`config.mk`:
```
export PLATFORM = sky130hd
export DESIGN_NAME = layer_sequencer
export DESIGN_NICKNAME = d
export VERILOG_FILES = /design/src/rtl/fnn_pkg.sv /design/src/rtl/sat_narrow.sv /design/src/rtl/layer_sequencer.sv
export SDC_FILE = /design/constraint.sdc
export NUM_CORES = 1
export LEC_CHECK = 0
export BUFFER_PORTS_ARGS = -buffer_cell sky130_fd_sc_hd__buf_2
export CORE_ASPECT_RATIO = 1.1
export CORE_MARGIN = 5
export CORE_UTILIZATION = 44
export DETAILED_ROUTE_END_ITERATION = 12
export PLACE_DENSITY = 0.95
export SLEW_MARGIN = 0
export SYNTH_ARGS = -nofsm -noshare
export SYNTH_HDL_FRONTEND = slang
export SYNTH_SLANG_ARGS = --single-unit
```
`constraint.sdc`:
```
create_clock -name clk -period 3.7 [get_ports clk]
set_input_delay 0.37 -clock clk [delete_from_list [all_inputs] [get_ports clk]]
set_output_delay 0.37 -clock clk [all_outputs]
set_load 0.01 [all_outputs]
```
`src/rtl/fnn_pkg.sv`:
```
// Shared state encoding, phase encoding and saturation limits for the FNN layer sequencer.
// Limits are expressed at the serial output width so they compare directly against layer output words.
package fnn_pkg;

  localparam int FNN_IN_W   = 26;
  localparam int FNN_DATA_W = FNN_IN_W + 3;

  localparam logic signed [FNN_DATA_W-1:0] SAT_MAX = FNN_DATA_W'((2 ** (FNN_IN_W - 1)) - 1);
  localparam logic signed [FNN_DATA_W-1:0] SAT_MIN = FNN_DATA_W'(-(2 ** (FNN_IN_W - 1)));

  localparam logic [3:0] ST_IDLE    = 4'd0;
  localparam logic [3:0] ST_LOAD    = 4'd1;
  localparam logic [3:0] ST_LWAIT   = 4'd2;
  localparam logic [3:0] ST_READY   = 4'd3;
  localparam logic [3:0] ST_RUN1    = 4'd4;
  localparam logic [3:0] ST_XFER    = 4'd5;
  localparam logic [3:0] ST_RUN2    = 4'd6;
  localparam logic [3:0] ST_DRAIN   = 4'd7;
  localparam logic [3:0] ST_RESTART = 4'd8;

  // Sub-phases shared by XFER (SHIFT/CAPTURE) and DRAIN (SHIFT/CAPTURE/HOLD)
  localparam logic [1:0] PH_SHIFT   = 2'd0;
  localparam logic [1:0] PH_CAPTURE = 2'd1;
  localparam logic [1:0] PH_HOLD    = 2'd2;

endpackage

```
`src/rtl/sat_narrow.sv`:
```
// Signed saturating narrowing of a layer-1 output word to the layer-2 input width.
// Purely combinational; no handshake.
module sat_narrow
  import fnn_pkg::*;
#(
  parameter int DATA_W = FNN_DATA_W,
  parameter int IN_W   = FNN_IN_W
) (
  input  logic [DATA_W-1:0] din,
  output logic [IN_W-1:0]   dout
);

  always_comb begin
    if ($signed(din) > SAT_MAX) begin
      dout = SAT_MAX[IN_W-1:0];
    end else if ($signed(din) < SAT_MIN) begin
      dout = SAT_MIN[IN_W-1:0];
    end else begin
      dout = din[IN_W-1:0];
    end
  end

endmodule

```
`src/rtl/layer_sequencer.sv`:
```
// Sequences weight load, layer-1 run, saturating L1->L2 word transfer, layer-2 run and result drain.
// Outputs derive from posedge state; results wait in a held register until res_ready (unbounded stall).
module layer_sequencer
  import fnn_pkg::*;
#(
  parameter int NN1      = 30,
  parameter int NN2      = 10,
  parameter int IN_W     = FNN_IN_W,
  parameter int DATA_W   = IN_W + 3,
  parameter int WEIGHT_W = 16,
  parameter int PART_W   = 6
) (
  input  logic                       clk,
  input  logic                       rstn,
  input  logic                       cfg_valid,
  output logic                       cfg_ready,
  input  logic [WEIGHT_W+PART_W-1:0] cfg_word,
  input  logic                       cfg_last,
  input  logic                       go,
  output logic                       busy,
  output logic                       done,
  output logic [WEIGHT_W+PART_W-1:0] wt_bus,
  output logic                       wt_load,
  output logic                       wt_valid,
  output logic                       l1_start,
  output logic                       l1_restart,
  output logic                       l1_shift,
  input  logic                       l1_finished,
  input  logic                       l1_transferred,
  input  logic                       l1_ready,
  input  logic [DATA_W-1:0]          l1_sout,
  output logic                       l2_start,
  output logic                       l2_restart,
  output logic                       l2_shift,
  output logic                       l2_in_valid,
  output logic [IN_W-1:0]            l2_in_data,
  input  logic                       l2_finished,
  input  logic                       l2_transferred,
  input  logic                       l2_ready,
  input  logic [DATA_W-1:0]          l2_sout,
  output logic                       res_valid,
  input  logic                       res_ready,
  output logic [DATA_W-1:0]          res_data,
  output logic                       res_last
);

  localparam int NMAX = (NN1 > NN2) ? NN1 : NN2;
  localparam int CW   = $clog2(NMAX + 1);
  localparam logic [CW-1:0] NN1_C = CW'(NN1);
  localparam logic [CW-1:0] NN2_C = CW'(NN2);

  logic [3:0]        state, state_nx;
  logic [1:0]        phase, phase_nx;
  logic [CW-1:0]     cnt, cnt_nx;
  logic [DATA_W-1:0] res_data_q;
  logic              res_last_q;
  logic              done_q;
  logic [IN_W-1:0]   sat_out;
  logic              run_active;

  // Drain length is counted locally, so layer 2's own transfer flag is not needed.
  logic unused_l2_transferred;
  assign unused_l2_transferred = l2_transferred;

  sat_narrow #(.DATA_W(DATA_W), .IN_W(IN_W)) u_sat (
    .din  (l1_sout),
    .dout (sat_out)
  );

  always_comb begin
    state_nx = state;
    phase_nx = phase;
    cnt_nx   = cnt;
    case (state)
      ST_IDLE:  if (cfg_valid) state_nx = ST_LOAD;
      ST_LOAD:  if (cfg_valid && cfg_last) state_nx = ST_LWAIT;
      ST_LWAIT: if (l1_ready && l2_ready) state_nx = ST_READY;
      ST_READY: begin
        if (cfg_valid) state_nx = ST_LOAD;
        else if (go)   state_nx = ST_RUN1;
      end
      ST_RUN1: begin
        if (l1_finished) begin
          state_nx = ST_XFER;
          phase_nx = PH_SHIFT;
          cnt_nx   = '0;
        end
      end
      ST_XFER: begin
        // Once all NN1 words are captured, stop shifting and wait for layer 1 to confirm.
        if (cnt == NN1_C) begin
          if (l1_transferred) state_nx = ST_RUN2;
        end else if (phase == PH_SHIFT) begin
          phase_nx = PH_CAPTURE;
        end else begin
          phase_nx = PH_SHIFT;
          cnt_nx   = cnt + 1'b1;
        end
      end
      ST_RUN2: begin
        if (l2_finished) begin
          state_nx = ST_DRAIN;
          phase_nx = PH_SHIFT;
          cnt_nx   = '0;
        end
      end
      ST_DRAIN: begin
        case (phase)
          PH_SHIFT:   phase_nx = PH_CAPTURE;
          PH_CAPTURE: begin
            phase_nx = PH_HOLD;
            cnt_nx   = cnt + 1'b1;
          end
          PH_HOLD: begin
            if (res_ready) begin
              if (res_last_q) state_nx = ST_RESTART;
              else            phase_nx = PH_SHIFT;
            end
          end
          default: phase_nx = PH_SHIFT;
        endcase
      end
      ST_RESTART: if (!l1_finished && !l2_finished) state_nx = ST_READY;
      default:    state_nx = ST_IDLE;
    endcase
  end

  always_ff @(posedge clk or negedge rstn) begin
    if (!rstn) begin
      state      <= ST_IDLE;
      phase      <= PH_SHIFT;
      cnt        <= '0;
      res_data_q <= '0;
      res_last_q <= 1'b0;
      done_q     <= 1'b0;
    end else begin
      state  <= state_nx;
      phase  <= phase_nx;
      cnt    <= cnt_nx;
      done_q <= (state == ST_RESTART) && (state_nx == ST_READY);
      if (state == ST_DRAIN && phase == PH_CAPTURE) begin
        res_data_q <= l2_sout;
        res_last_q <= ((cnt + 1'b1) == NN2_C);
      end
    end
  end

  assign run_active  = (state == ST_RUN1) || (state == ST_XFER) || (state == ST_RUN2);

  assign cfg_ready   = (state == ST_LOAD);
  assign wt_load     = (state == ST_LOAD);
  assign wt_valid    = (state == ST_LOAD) && cfg_valid;
  assign wt_bus      = (state == ST_LOAD) ? cfg_word : '0;
  assign busy        = (state != ST_IDLE) && (state != ST_READY);
  assign done        = done_q;

  assign l1_start    = run_active;
  assign l2_start    = run_active;
  assign l1_restart  = (state == ST_RESTART);
  assign l2_restart  = (state == ST_RESTART);
  assign l1_shift    = (state == ST_XFER) && (phase == PH_SHIFT) && (cnt != NN1_C);
  assign l2_in_valid = (state == ST_XFER) && (phase == PH_CAPTURE) && (cnt != NN1_C);
  assign l2_in_data  = l2_in_valid ? sat_out : '0;
  assign l2_shift    = (state == ST_DRAIN) && (phase == PH_SHIFT);

  assign res_valid   = (state == ST_DRAIN) && (phase == PH_HOLD);
  assign res_data    = res_data_q;
  assign res_last    = res_valid && res_last_q;

endmodule

```
==> Yosys cells after proc, flatten, opt, wreduce, memory -nomap -nowiden <==
Cells that the tools add are included.
{ "totals": {"regBits": 42, "in_bits": 92, "output_inout_bits": 91, "wordCells": 87} }
{ "op_classes": {"addsub": 1, "magnitude_cmp": 2, "eq_ne": 22, "muxes": 32, "reduce_logical": 24} }
{ "op_table": {"columns": ["cell", "n"], "rows": [
  ["two-way mux 26 bit", 3],
  ["two-way mux 4 bit", 13],
  ["one-hot mux 4 bit (9 select lines)", 1],
  ["greater-than comparator 29 x 26 -> 1 bit, second input constant", 1],
  ["< comparator 29 x 26 -> 1 bit, second input constant", 1],
  ["two-way mux 5 bit", 5],
  ["two-way mux 22 bit", 1],
  ["one-hot mux 5 bit (4 select lines)", 1],
  ["== test 4 x 3 -> 1 bit, second input constant", 4],
  ["logical AND 1 bit", 14],
  ["== test 4 x 2 -> 1 bit, second input constant", 3],
  ["AND reduction 6 bit", 2],
  ["two-way mux 2 bit", 5],
  ["inequality test 2 bit, second input constant", 4],
  ["one-hot mux 2 bit (4 select lines)", 1],
  ["nonzero test 4 bit", 2],
  ["inequality test 3 bit, second input constant", 2],
  ["one-hot mux 2 bit (3 select lines)", 1],
  ["adder 5 x 1 -> 5 bit, second input constant", 1],
  ["== test 5 x 4 -> 1 bit, second input constant", 1],
  ["== test 5 bit, second input constant", 1],
  ["inequality test 5 bit, second input constant", 1],
  ["== test 4 x 1 -> 1 bit, second input constant", 1],
  ["== test 4 bit, second input constant", 1],
  ["other kinds (9)", 11]
]} }

==> Longest topological paths before layout <==
{ "depth": {"depth_word": 6, "ltp_mapped": 7, "mapped_depth_nobuf": 6} }

==> Modules after synthesis <==
A second synthesis with hierarchy kept.
{ "unflattened": {"hier_cells": 325, "hier_area_um2": 3079.2} }
{ "by_module_without_submodules": {"columns": ["mod", "n_inst", "cells_each", "area_each_um2", "seq_area_each_um2"], "rows": [
  ["layer_sequencer", 1, 233, 2442.3, 1051.0],
  ["sat_narrow", 1, 92, 636.9, 0.0]
]} }

==> Worst setup path after synthesis <==
No wires, ideal clock.
{ "synth_timing": {"path_kind": "register to output", "startpoint": "register cnt[0]", "endpoint": "output l2_in_data[10]", "arrival_ns": 1.741, "path_slack_ns": 1.589, "stages_incl_launch_ff": 8, "path_cell_list": "dfrtp_1 -> inv_1 -> ha_1 -> and4_1 -> nor4_4 -> a21boi_4 -> buf_6 -> o21a_1"} }
{ "synth_via": {"elab_chain_cells": 3} }
{ "synth_lines": {"columns": ["item", "line_no", "source"], "rows": [
  ["start, declared", "layer_sequencer.sv:54", "logic [CW-1:0] cnt, cnt_nx;"],
  ["start signal, assigned", "layer_sequencer.sv:139", "cnt <= cnt_nx;"],
  ["inequality test 5 bit", "layer_sequencer.sv:162", "assign l2_in_valid = (state == ST_XFER) && (phase == PH_CAPTURE) && (cnt != NN1_C);"],
  ["logical AND 1 bit", "layer_sequencer.sv:162", null],
  ["named net l2_in_valid", "layer_sequencer.sv:35", "output logic l2_in_valid,"],
  ["two-way mux 26 bit", "layer_sequencer.sv:163", "assign l2_in_data = l2_in_valid ? sat_out : '0;"],
  ["end, declared", "layer_sequencer.sv:36", "output logic [IN_W-1:0] l2_in_data,"]
]} }
The timed path passes the listed nets, and every way through them passes these cells.

==> Final worst setup path <==
{ "layout_timing": {"startpoint": "register cnt[0]", "endpoint": "output l2_in_data[3]"} }
{ "layout_via": {"elab_chain_cells": 3} }
{ "layout_lines": {"columns": ["item", "line_no"], "rows": [
  ["inequality test 5 bit", "layer_sequencer.sv:162"],
  ["logical AND 1 bit", "layer_sequencer.sv:162"],
  ["two-way mux 26 bit", "layer_sequencer.sv:163"]
]} }
No other way between the ends.

==> results_dict.tcl <==
set metrics [dict create \
    synth.yosys.warnings 0 \
    grt_pass1_wl_um 12070 \
    syn2layout_area_growth_pct 42.11 \
    die_area_mm2 0.007097 \
    post_cts_resized 0 \
    clock_path_buffers 2 \
    fin_skew_ns 0.008489 \
    period_share_pct 76.72 \
    syn_area_mm2 0.002425 \
    ys_seq_elements 42 \
    core_area_mm2 0.005360 \
    grt-ovfl-total 0 \
    firstDrtPassIters 4 \
    ys_seq_area_share_pct 43.34 \
    hold_buffers 0 \
    clkTransAtPathRegs_ns 0.08 \
    drc 0 \
    gr-usage-all-layers_pct 21.55 \
    rsz0062_at_grt "false" \
    ys_top_cells_by_count "dfrtp_1 (42), and2_1 (25), mux2_2 (25), o21a_1 (25)" \
    routed_wirelength_um 7649 \
    fmax_mhz 352.3 \
    synth.avg_cell_area_um2 10.54 \
    critPathLaunchType "flip-flop" \
    grt_pass1_vias 2498 \
    crit_path_end_kind "primary output" \
    synth.area.top_cells "dfrtp_1 (43%), mux2_2 (12%), o21a_1 (7.7%)" \
    setup_tns_ns 0 \
    crit_required_ns 3.33 \
    finalHoldViolCount 0 \
    vias 2455 \
    power_mw 2.233 \
    antenna_found_initial 0 \
    die_y_um 87.86 \
    final_nets 501 \
    start_util_pct 45.24 \
    grt_max_degree 43 \
    finalSetupViolCount 0 \
    min_path_type "input port to asynchronous set/reset pin" \
    placed_cells 474 \
    num_rows 28 \
    synth_most_common_cell "dfrtp_1" \
    synth_top_area_cell "dfrtp_1" \
    htreeDepth 2 \
    vdd_drop_max_mv 0.5049 \
    dpl.hpwl_um 6311 \
    synthFlopType "dfrtp_1" \
    route.detailed.vias_per_inst 5.093 \
    die_x_um 80.78 \
    synthArstFlopShare_pct 100.0 \
    synth_cell_types 49 \
    p_leak_nw 1.920 \
    maxSlewHeadroom_pct 39.55 \
    critical_path_arrival_ns 2.47 \
    critPathKind "flip-flop to primary output" \
    layout.cells.non_filler 482 \
    crit_fanout 25 \
    cts_made_buffers 5 \
    drv_slew 0 \
    synth_nets 325 \
    synth_top_area_share_pct 43.34 \
    clock_latency_ns 0.29 \
    drive_above_1_share_pct 54.55 \
    gp_congestion 0.8793 \
    place_area_mm2 0.003359 \
    drtIter0Drc 132 \
    period_needed_ns 2.839 \
    wl_per_cell_um 15.87 \
    port-buffer-count 181 \
    cts_setup_buffers 0 \
    clock_sinks 42 \
    ant_nets 0 \
    cts-root-buf "clkbuf_8" \
    drv_cap 0 \
    tightest_slew_ns 0.9067 \
    synth_edf_count 0 \
    post-route-cell-area_mm2 0.003446 \
    cellPowerDensity_mw_per_mm2 648.0 \
    ios 183 \
    tritoncts "built" \
    status "completed" \
    n_antenna_cell 0 \
    synthCells 230 \
]
-- layout by cell type (no fill, tap or decap), types with 2 or more instances in the layout --
cell and instances:
buf_2 181, dfrtp_1 42, o21a_1 25, and2_1 25, mux2_2 25, nor3_1 8, o21ai_0 8, inv_1 7
nor2_1 7, nand2_1 7, nand3_1 5, clkbuf_8 5, a21oi_1 4, mux2_1 4, nor2b_1 3, a21boi_0 3
a2bb2oi_1 3, ha_1 3, buf_4 3, nand4b_1 2, nor4b_1 2, or3_1 2, nand4_1 2, nor4_1 2
nor3b_1 2
-- state kept, by name (all words and copies together) (netlist names) --
name and count:
cnt 5, phase 2, state 4, res_data 29
done 1, res_last_q 1
-- critical path, stage by stage (launching register included) --
cell and delay [ns]:
dfrtp_1 0.43, inv_1 0.09, ha_1 0.22, and4_1 0.26
nor4_4 0.22, a21boi_4 0.57, o21a_1 0.24, buf_2 0.14
-- per-layer routing --
layer | part of all wire [%] | wire, um | vias to the layer above | GRT usage, %
met3 | 8.1 | 619 | 14 | 4.733
met4 | 1.7 | 133 | 0 | 7.527
li1 | - | - | 1176 | -
met2 | 56 | 4298 | 116 | 41.49
met5 | 0 | 0 | - | 0
met1 | 34 | 2598 | 1149 | 22.84
-- path summary, 6_finish.rpt --
| kind | start | to | slack (ns) | depth (start not counted) |
|---|---|---|---|---|
| max in group asynchronous | rstn | phase[0] | 2.93 | 1 |
| worst min-delay path | rstn | res_data[11] | 0.20 | 1 |
| worst max-delay path | cnt[0] | l2_in_data[3] | 0.86 | 7 |
| min in group clk | l2_finished | done | 0.29 | 2 |
| worst min register to register | res_data[6] | res_data[6] | 0.50 | 1 |
| worst max register to register | state[0] | res_data[16] | 1.41 | 4 |
-- logic make-up after synthesis --
kind of cell	count (synthesis)	synth area share [%]
and+or+nand+nor	77	19.56
AOI/OAI and AO/OA	56	16.87
DFF	42	43.34
muxes	30	13.88
buffers and inverters	22	4.799
adders and majority gates	3	1.548
-- area by class of cell --
type / count / area, um2
tap: 75 / 93.84
multi-input combinational: 166 / 1260
fill: 454 / 1914
clock inverter: 2 / 13.76
inverter: 7 / 26.28
clock buffer: 6 / 72.57
timing repair buffer: 184 / 928.4
sequential: 42 / 1051
-- where the power goes --
group,switching (mW),leakage [nW],total [mW],internal (mW)
logic,0.588,1.32,1.12,0.528
clock network,0.157,0.0452,0.290,0.133
registers,0.170,0.551,0.827,0.658
-- metrics by stage --
step                      setup WS, ns  hold slack (ns)  util (%)
after detailed placement         1.185           0.4804     62.68
after CTS                       0.8603           0.2335     64.29
after global placement           1.261           0.4641     62.68
after floorplan                  1.589          0.07441         -
final                           0.8613           0.1965     64.29
after global routing            0.6519           0.2889     64.29
Note: power is estimated with default switching activity, not from simulation.
